$ cat config.mk
export PLATFORM = sky130hd
export DESIGN_NAME = seg_display_ctrl
export DESIGN_NICKNAME = d
export VERILOG_FILES = /design/src/rtl/seg_display_ctrl_pkg.sv /design/src/rtl/seg_display_ctrl_hex_to_seg7.sv /design/src/rtl/seg_display_ctrl.sv
export SDC_FILE = /design/constraint.sdc
export NUM_CORES = 1
export LEC_CHECK = 0
export ABC_AREA = 1
export BUFFER_PORTS_ARGS = -buffer_cell sky130_fd_sc_hd__buf_2
export CAP_MARGIN = 20
export CORE_UTILIZATION = 57
export DETAILED_ROUTE_END_ITERATION = 10
export PLACE_DENSITY = 0.85
export SLEW_MARGIN = 20
export SYNTH_ARGS = -nofsm -noshare
export SYNTH_HDL_FRONTEND = slang
export SYNTH_HIERARCHICAL = 1
export SYNTH_SLANG_ARGS = --single-unit
export TNS_END_PERCENT = 10
$ cat constraint.sdc
create_clock -name clk -period 4.3 [get_ports clk]
set_input_delay 0.645 -clock clk [delete_from_list [all_inputs] [get_ports clk]]
set_output_delay 0.645 -clock clk [all_outputs]
set_load 0.005 [all_outputs]
$ cat src/rtl/seg_display_ctrl_pkg.sv
// -----------------------------------------------------------------------------
// seg_display_ctrl_pkg
// Shared IO header for the eight-digit seven-segment display controller.
// Holds the IO address of the display register, the active-high segment
// patterns for hex digits 0..F in {a,b,c,d,e,f,g,dp} order, the scan index
// type and the leading-zero mask helper.
// Optional feature macro used by the controller: SEG_LZ_BLANK_EN.
// -----------------------------------------------------------------------------
package seg_display_ctrl_pkg;

  // IO-mapped address of the display register as seen by the decode stage.
  localparam logic [31:0] SEG_BASE_ADDR = 32'hFFFF_FC00;

  localparam int DISP_W  = 32;
  localparam int DIGITS  = 8;

  // Segment patterns, bit 7 = a ... bit 1 = g, bit 0 = dp (always 0).
  localparam logic [7:0] SEG_0 = 8'hFC;
  localparam logic [7:0] SEG_1 = 8'h60;
  localparam logic [7:0] SEG_2 = 8'hDA;
  localparam logic [7:0] SEG_3 = 8'hF2;
  localparam logic [7:0] SEG_4 = 8'h66;
  localparam logic [7:0] SEG_5 = 8'hB6;
  localparam logic [7:0] SEG_6 = 8'hBE;
  localparam logic [7:0] SEG_7 = 8'hE0;
  localparam logic [7:0] SEG_8 = 8'hFE;
  localparam logic [7:0] SEG_9 = 8'hF6;
  localparam logic [7:0] SEG_A = 8'hEE;
  localparam logic [7:0] SEG_B = 8'h3E;
  localparam logic [7:0] SEG_C = 8'h9C;
  localparam logic [7:0] SEG_D = 8'h7A;
  localparam logic [7:0] SEG_E = 8'h9E;
  localparam logic [7:0] SEG_F = 8'h8E;
  localparam logic [7:0] SEG_BLANK = 8'h00;

  typedef logic [1:0] scan_idx_t;

  // Bit p set when nibble p and every higher nibble are zero. Digit 0 is
  // never flagged so a zero word still shows a single "0".
  function automatic logic [DIGITS-1:0] lz_blank_mask(input logic [DISP_W-1:0] value);
    logic             all_zero;
    logic [DIGITS-1:0] mask;
    all_zero = 1'b1;
    mask     = '0;
    for (int p = DIGITS - 1; p >= 1; p--) begin
      all_zero = all_zero & (value[4*p +: 4] == 4'h0);
      mask[p]  = all_zero;
    end
    return mask;
  endfunction

endpackage

$ cat src/rtl/seg_display_ctrl_hex_to_seg7.sv
// -----------------------------------------------------------------------------
// hex_to_seg7
// Purely combinational nibble to seven-segment decoder.
//   nibble : 4-bit hex value
//   seg    : {a,b,c,d,e,f,g,dp}, active-high, dp always 0
// -----------------------------------------------------------------------------
module hex_to_seg7
  import seg_display_ctrl_pkg::*;
(
  input  logic [3:0] nibble,
  output logic [7:0] seg
);

  always_comb begin
    seg = SEG_BLANK;
    case (nibble)
      4'h0: seg = SEG_0;
      4'h1: seg = SEG_1;
      4'h2: seg = SEG_2;
      4'h3: seg = SEG_3;
      4'h4: seg = SEG_4;
      4'h5: seg = SEG_5;
      4'h6: seg = SEG_6;
      4'h7: seg = SEG_7;
      4'h8: seg = SEG_8;
      4'h9: seg = SEG_9;
      4'hA: seg = SEG_A;
      4'hB: seg = SEG_B;
      4'hC: seg = SEG_C;
      4'hD: seg = SEG_D;
      4'hE: seg = SEG_E;
      4'hF: seg = SEG_F;
      default: seg = SEG_BLANK;
    endcase
  end

endmodule

$ cat src/rtl/seg_display_ctrl.sv
// -----------------------------------------------------------------------------
// seg_display_ctrl
// Eight-digit multiplexed seven-segment display controller. A 32-bit word is
// latched from the IO store path and shown as eight hex digits, two at a time
// (digit k on seg_out1 and digit k+4 on seg_out0), scanning k = 0..3.
//
// Parameters
//   SCAN_DIV      : clk cycles per scan position (>= 2)
// Ports
//   clk           : system clock, rising edge
//   rst           : synchronous active-high reset
//   SegCtrl       : store strobe for the display register
//   write_data    : store data
//   seg_an        : digit enables, active-high, bit i = digit i (0 rightmost)
//   seg_out0      : segments for the active digit of 7..4
//   seg_out1      : segments for the active digit of 3..0
//   display_value : currently latched display word
//
// Optional feature: define SEG_LZ_BLANK_EN to blank leading zero digits
// (digit 0 always shows).
// -----------------------------------------------------------------------------
module seg_display_ctrl
  import seg_display_ctrl_pkg::*;
#(
  parameter int SCAN_DIV = 100000
) (
  input  logic              clk,
  input  logic              rst,
  input  logic              SegCtrl,
  input  logic [DISP_W-1:0] write_data,
  output logic [7:0]        seg_an,
  output logic [7:0]        seg_out0,
  output logic [7:0]        seg_out1,
  output logic [DISP_W-1:0] display_value
);

  localparam int            PW         = $clog2(SCAN_DIV);
  localparam logic [PW-1:0] PRESC_LAST = PW'(SCAN_DIV - 1);

  logic [DISP_W-1:0] display_q, display_d;
  logic [PW-1:0]     presc_q, presc_d;
  scan_idx_t         scan_idx_q, scan_idx_d;
  logic [7:0]        seg_an_q, seg_an_d;
  logic [7:0]        seg_out0_q, seg_out0_d;
  logic [7:0]        seg_out1_q, seg_out1_d;

  logic              presc_tc;
  logic [4:0]        lo_base, hi_base;
  logic [3:0]        nib_lo, nib_hi;
  logic [7:0]        seg_lo, seg_hi;
  logic [3:0]        an_group;

  // Store path and scan timebase.
  always_comb begin
    display_d  = display_q;
    presc_d    = presc_q + PW'(1);
    scan_idx_d = scan_idx_q;
    presc_tc   = (presc_q == PRESC_LAST);
    if (SegCtrl) begin
      display_d = write_data;
    end
    if (presc_tc) begin
      presc_d    = '0;
      scan_idx_d = scan_idx_q + 2'd1;
    end
  end

  // Nibble selection: low group uses nibble k, high group nibble k+4.
  always_comb begin
    lo_base = {1'b0, scan_idx_q, 2'b00};
    hi_base = {1'b1, scan_idx_q, 2'b00};
    nib_lo  = display_q[lo_base +: 4];
    nib_hi  = display_q[hi_base +: 4];
  end

  hex_to_seg7 u_dec_lo (
    .nibble (nib_lo),
    .seg    (seg_lo)
  );

  hex_to_seg7 u_dec_hi (
    .nibble (nib_hi),
    .seg    (seg_hi)
  );

`ifdef SEG_LZ_BLANK_EN
  logic [DIGITS-1:0] blank_mask;
  always_comb begin
    blank_mask = lz_blank_mask(display_q);
  end
`endif

  // Output stage is computed from the registered word and scan index so the
  // pins follow the state with exactly one cycle of latency.
  always_comb begin
    an_group   = 4'b0001 << scan_idx_q;
    seg_an_d   = {an_group, an_group};
    seg_out1_d = seg_lo;
    seg_out0_d = seg_hi;
`ifdef SEG_LZ_BLANK_EN
    if (blank_mask[{1'b0, scan_idx_q}]) begin
      seg_out1_d = SEG_BLANK;
    end
    if (blank_mask[{1'b1, scan_idx_q}]) begin
      seg_out0_d = SEG_BLANK;
    end
`endif
  end

  always_ff @(posedge clk) begin
    if (rst) begin
      display_q  <= '0;
      presc_q    <= '0;
      scan_idx_q <= '0;
      seg_an_q   <= '0;
      seg_out0_q <= '0;
      seg_out1_q <= '0;
    end else begin
      display_q  <= display_d;
      presc_q    <= presc_d;
      scan_idx_q <= scan_idx_d;
      seg_an_q   <= seg_an_d;
      seg_out0_q <= seg_out0_d;
      seg_out1_q <= seg_out1_d;
    end
  end

  assign seg_an        = seg_an_q;
  assign seg_out0      = seg_out0_q;
  assign seg_out1      = seg_out1_q;
  assign display_value = display_q;

endmodule
==> Word-level counts from Yosys, hierarchy flattened <==
Memories as Yosys holds them, arrays and structs flattened. A register that Yosys moved wholly into a read port is not among the register bits.
Index checks and enable logic that the tools add are counted.
{ "totals": {"regBits": 75, "mem_bits_ro": 224, "inputBits": 35, "out_inout_bits": 56, "elab_cells": 15, "mem_count": 2} }
{ "op_classes": {"n_addsub": 2, "n_eq_ne": 1, "shift": 3, "n_reduce_logical": 1} }
{ "mem_list": {"columns": ["memory", "depth", "width", "read_ports", "rd_clocked_by_memory_dff", "write_ports", "line", "text"], "rows": [
  ["(no name shown)", 16, 7, 1, 1, 0, "seg_display_ctrl_hex_to_seg7.sv:16", "case (nibble)"],
  ["(no name shown)", 16, 7, 1, 1, 0, "seg_display_ctrl_hex_to_seg7.sv:16", null]
]} }
{ "ops": {"columns": ["cell", "count"], "rows": [
  ["32-bit by 5-bit indexed part select with 4-bit output", 1],
  ["32-bit by 6-bit indexed part select with 4-bit output", 1],
  ["17-bit by 1-bit adder with 17-bit output (second input constant)", 1],
  ["17-bit equality test (second input constant)", 1],
  ["1-bit by 2-bit left shift with 4-bit output (first input constant)", 1],
  ["2-bit by 1-bit adder with 2-bit output (second input constant)", 1],
  ["2-bit OR reduction", 1]
]} }

==> Logic depth before layout (Yosys ltp) <==
{ "depth": {"ltp_word": 2, "depth_mapped": 13, "ltp_nobuf": 12} }

==> Cells and area by module <==
Netlist, hierarchy kept.
{ "modules_own_cells": {"columns": ["mod", "n_inst", "cells_each", "area_per_inst_um2", "seq_area_each_um2"], "rows": [
  ["seg_display_ctrl", 1, 391, 2910.3, 1421.4],
  ["hex_to_seg7", 2, 56, 296.5, 0.0]
]} }

==> Worst setup path before layout <==
Ideal clock, no wire load.
{ "synth_path": {"kind": "register to register", "from": "register scan_idx_q[0]", "to": "register seg_out0_q[4], in the netlist seg_out0[4]", "setup_time_ns": 0.128, "t_arrival_ns": 1.821, "required_ns": 4.172, "setup_slack_ns": 2.351, "stages_incl_launch_ff": 13, "path_buffers": 1, "synth_period_minus_slack_ns": 1.949, "path_cell_list": "dfxtp_1 clkinv_1 clkbuf_1 nor2_1 o22ai_1 inv_1 ha_1 nand2_2 o21ai_1 nand2_1 nand2_1 inv_1 nor2_1"} }
{ "synth_via": {"elab_chain_len": 1} }
{ "synth_lines": {"columns": ["element", "line", "text"], "rows": [
  ["start: declaration", "seg_display_ctrl.sv:42", "scan_idx_t scan_idx_q, scan_idx_d;"],
  ["start signal: assignment", "seg_display_ctrl.sv:121", "scan_idx_q <= scan_idx_d;"],
  ["32-bit by 6-bit indexed part select with 4-bit output", "seg_display_ctrl.sv:73", "nib_hi = display_q[hi_base +: 4];"],
  ["via nib_hi[0]", "seg_display_ctrl.sv:49", "logic [3:0] nib_lo, nib_hi;"],
  ["end: declaration", "seg_display_ctrl.sv:44", "logic [7:0] seg_out0_q, seg_out0_d;"]
]} }
The timed path passes the listed nets, and every way through them passes these cells.
A chain may end at the register's enable or synchronous reset.

==> Final worst setup path <==
Same ends and word-level chain as after synthesis.

==> impl_metrics.toml <==
[detailed_routing]
drt_iter0_markers = 225
wire_per_inst_um = 11.9
top_layer = "met4"
firstDrtPassIters = 6
vias = 3338
ant_nets = 0
vias_per_cell = 5.08
drcViolationCount = 0
wl_met2_mm = 3.66
wl_met3_um = 553
routed_wl_mm = 7.83
wl_met1_mm = 3.49

[sta]
setup_viol_count_final = 0
slew_violations = 0
whs_ns = 0.460
fin_crit_ns = 2.59
finalCritPeriodShare_pct = 60.3
slew_headroom_pct = 37.9
finalHoldViolCount = 0
skew_ns = 0.0130
tns_ns = 0
fin_ws_ns = 1.71
rsz0062_at_grt = "false"
fmaxAchievable_mhz = 385
worstMarginPinSlew_ns = 0.932

[cts]
hold_buffers = 0
clk_pin_slew_ns = 0.07
cts_resized = 0
cts_tree = "built"
clk_latency_ns = 0.35
cts.path.max_buffers = 2
clkSinkCount = 71
root_buffer = "clkbuf_8"
cts_buffers = 9
htreeDepth = 3
cts_setup_buffers = 0

[setup_path]
startpoint_type = "flop"
cp_max_fo = 23
r2r_start = "scan_idx_q[0]"
r2r_slack_ns = 1.71
crit_path_end_kind = "flop"
worstPathArrival_ns = 2.82
reg2reg_depth = 11
reg2reg_to = "seg_out0[4]"
crit_required_ns = 4.52
path_class = "flop to flop"

[job]
drv_cap = 0

[yosys]
yosys_warnings = 6
syn_nets = 553
ys_seq_area_share_pct = 40.6
synth.mux.area_fraction_pct = 0
synth-compound-area-share_pct = 10.9
yosys.cell_types.count = 31
synth_xor_xnor_area_share_pct = 1.00
synth_top_family_by_area = "simple AND/OR/NAND/NOR gates"
synth_simple_gate_area_share_pct = 31.1
ys_seq_elements = 71
synth_adder_area_share_pct = 5.36
netlist_instances = 503
synth.cell_area_mm2 = 0.00350
avgSynthCellArea_um2 = 6.96

[min_path]
hold_end = "presc_q[0]"
hold_depth = 1
min_path_type = "flop to flop"
hp-start = "presc_q[0]"

[pwr]
powerDensity_mw_per_mm2 = 373
p_leak_nw = 2.04
ir_drop_mv = 0.270

[place]
place_hpwl_mm = 5.62
place_congestion = 0.834
io_buffers = 90
pre_cts_ws_ns = 1.77

[finish]
nFillCells = 507
drive_above_1_share_pct = 23.5
most-common-layout-cells = "112 x nor2_1, 92 x nand2_1, 90 x buf_2"
layout.nets = 627
synthToLayoutAreaGrowth_pct = 17.7
num_antenna_cells = 0
final_common_cell = "nor2_1"

[die]
start_util_pct = 59.2
chipWidth_um = 80.4
die_h_um = 80.4
core_mm2 = 0.00592
pin_count = 91
dieArea_mm2 = 0.00646
row_count = 28

[global_routing]
antenna_found_initial = 0
grt_max_degree = 36
grt_pass1_vias = 2954
track_usage_pct = 25.7
grt_pass1_wl_mm = 12.9
grt-ovfl-total = 0

[status]
outcome = "completed"
## area by class of cell
cell class | count | area (µm²) | area share (%)
flip-flops and latches | 71 | 1420 | 34.5
multi-input cells | 348 | 1700 | 41.3
inverters | 57 | 219 | 5.31
repair buffers | 90 | 450 | 10.9
clock inverters | 6 | 109 | 2.64
well taps | 75 | 93.8 | 2.28
clock buffers | 10 | 128 | 3.10
## logic make-up (layout without fill, tap and decap cells)
kind of cell | count (synthesis) | count (layout)
AOI/OAI and AO/OA | 71 | 71
xor gates and xnor gates | 4 | 4
adders and majority gates | 15 | 15
buffers and inverters | 84 | 163
DFF | 71 | 71
other | 2 | 2
and+or+nand+nor | 256 | 256
## registers in the layout, indices dropped and copies added, names as in the netlist
name / cells
seg_out1: 8
seg_out0: 8
scan_idx_q: 2
display_value: 32
presc_q: 17
seg_an: 4
## where the power goes
part           internal, mW  total (mW)  switching, mW
clock network         0.384       0.634          0.250
registers             0.695       0.718         0.0232
logic                0.0762       0.185          0.108
## worst max-delay path: stages (launching register included)
cell,delay (ns)
dfxtp_1,0.71
clkinv_1,0.53
nor2_1,0.21
o22ai_1,0.19
inv_1,0.19
ha_1,0.27
nand2_2,0.07
o21ai_1,0.07
nand2_1,0.10
nand2_1,0.05
inv_1,0.05
nor2_1,0.04
## worst max path at each step
stage / start / endpoint / slack, ns
after global placement: scan_idx_q[0] / seg_out0[4] / 1.92
final: scan_idx_q[0] / seg_out0[4] / 1.71
after detailed placement: scan_idx_q[0] / seg_out1[4] / 1.77
after CTS: scan_idx_q[0] / seg_out0[4] / 1.76
after floorplan: scan_idx_q[0] / seg_out0[4] / 2.35
after global routing: scan_idx_q[0] / seg_out0[4] / 1.40
## per-layer routing
metal  vias to the layer above  global-route usage [%]
met5                         -                       0
met4                         0                    11.8
met3                        14                    6.59
met2                       129                    39.8
met1                      1491                    33.2
li1                       1704                       -
## cell usage after synthesis, drive strengths merged
master | instances | area (µm²)
nor2 | 123 | 499
nand2 | 97 | 382
dfxtp | 71 | 1420
inv | 56 | 215
o21ai | 54 | 270
nand3 | 19 | 100
clkbuf | 15 | 56.3
ha | 15 | 188
buf | 12 | 105
a21oi | 9 | 60.1
nor3 | 9 | 55.1
o22ai | 8 | 50.1
nand3b | 4 | 30.0
xor2 | 4 | 35.0
nand4 | 3 | 18.8
conb | 2 | 7.51
clkinv | 1 | 3.75
or2 | 1 | 6.26
## through the flow
step	cell area (µm²)	utilization, %	std cells	power, mW
2_1_floorplan	3500	-	503	0.846
3_3_place_gp	3890	65.6	641	0.908
3_5_place_dp	3890	65.6	641	0.915
4_1_cts	4120	69.6	657	1.54
5_1_grt	4120	69.6	657	1.61
6_report	4120	69.6	657	1.54
(Power assumes the default switching activity.)
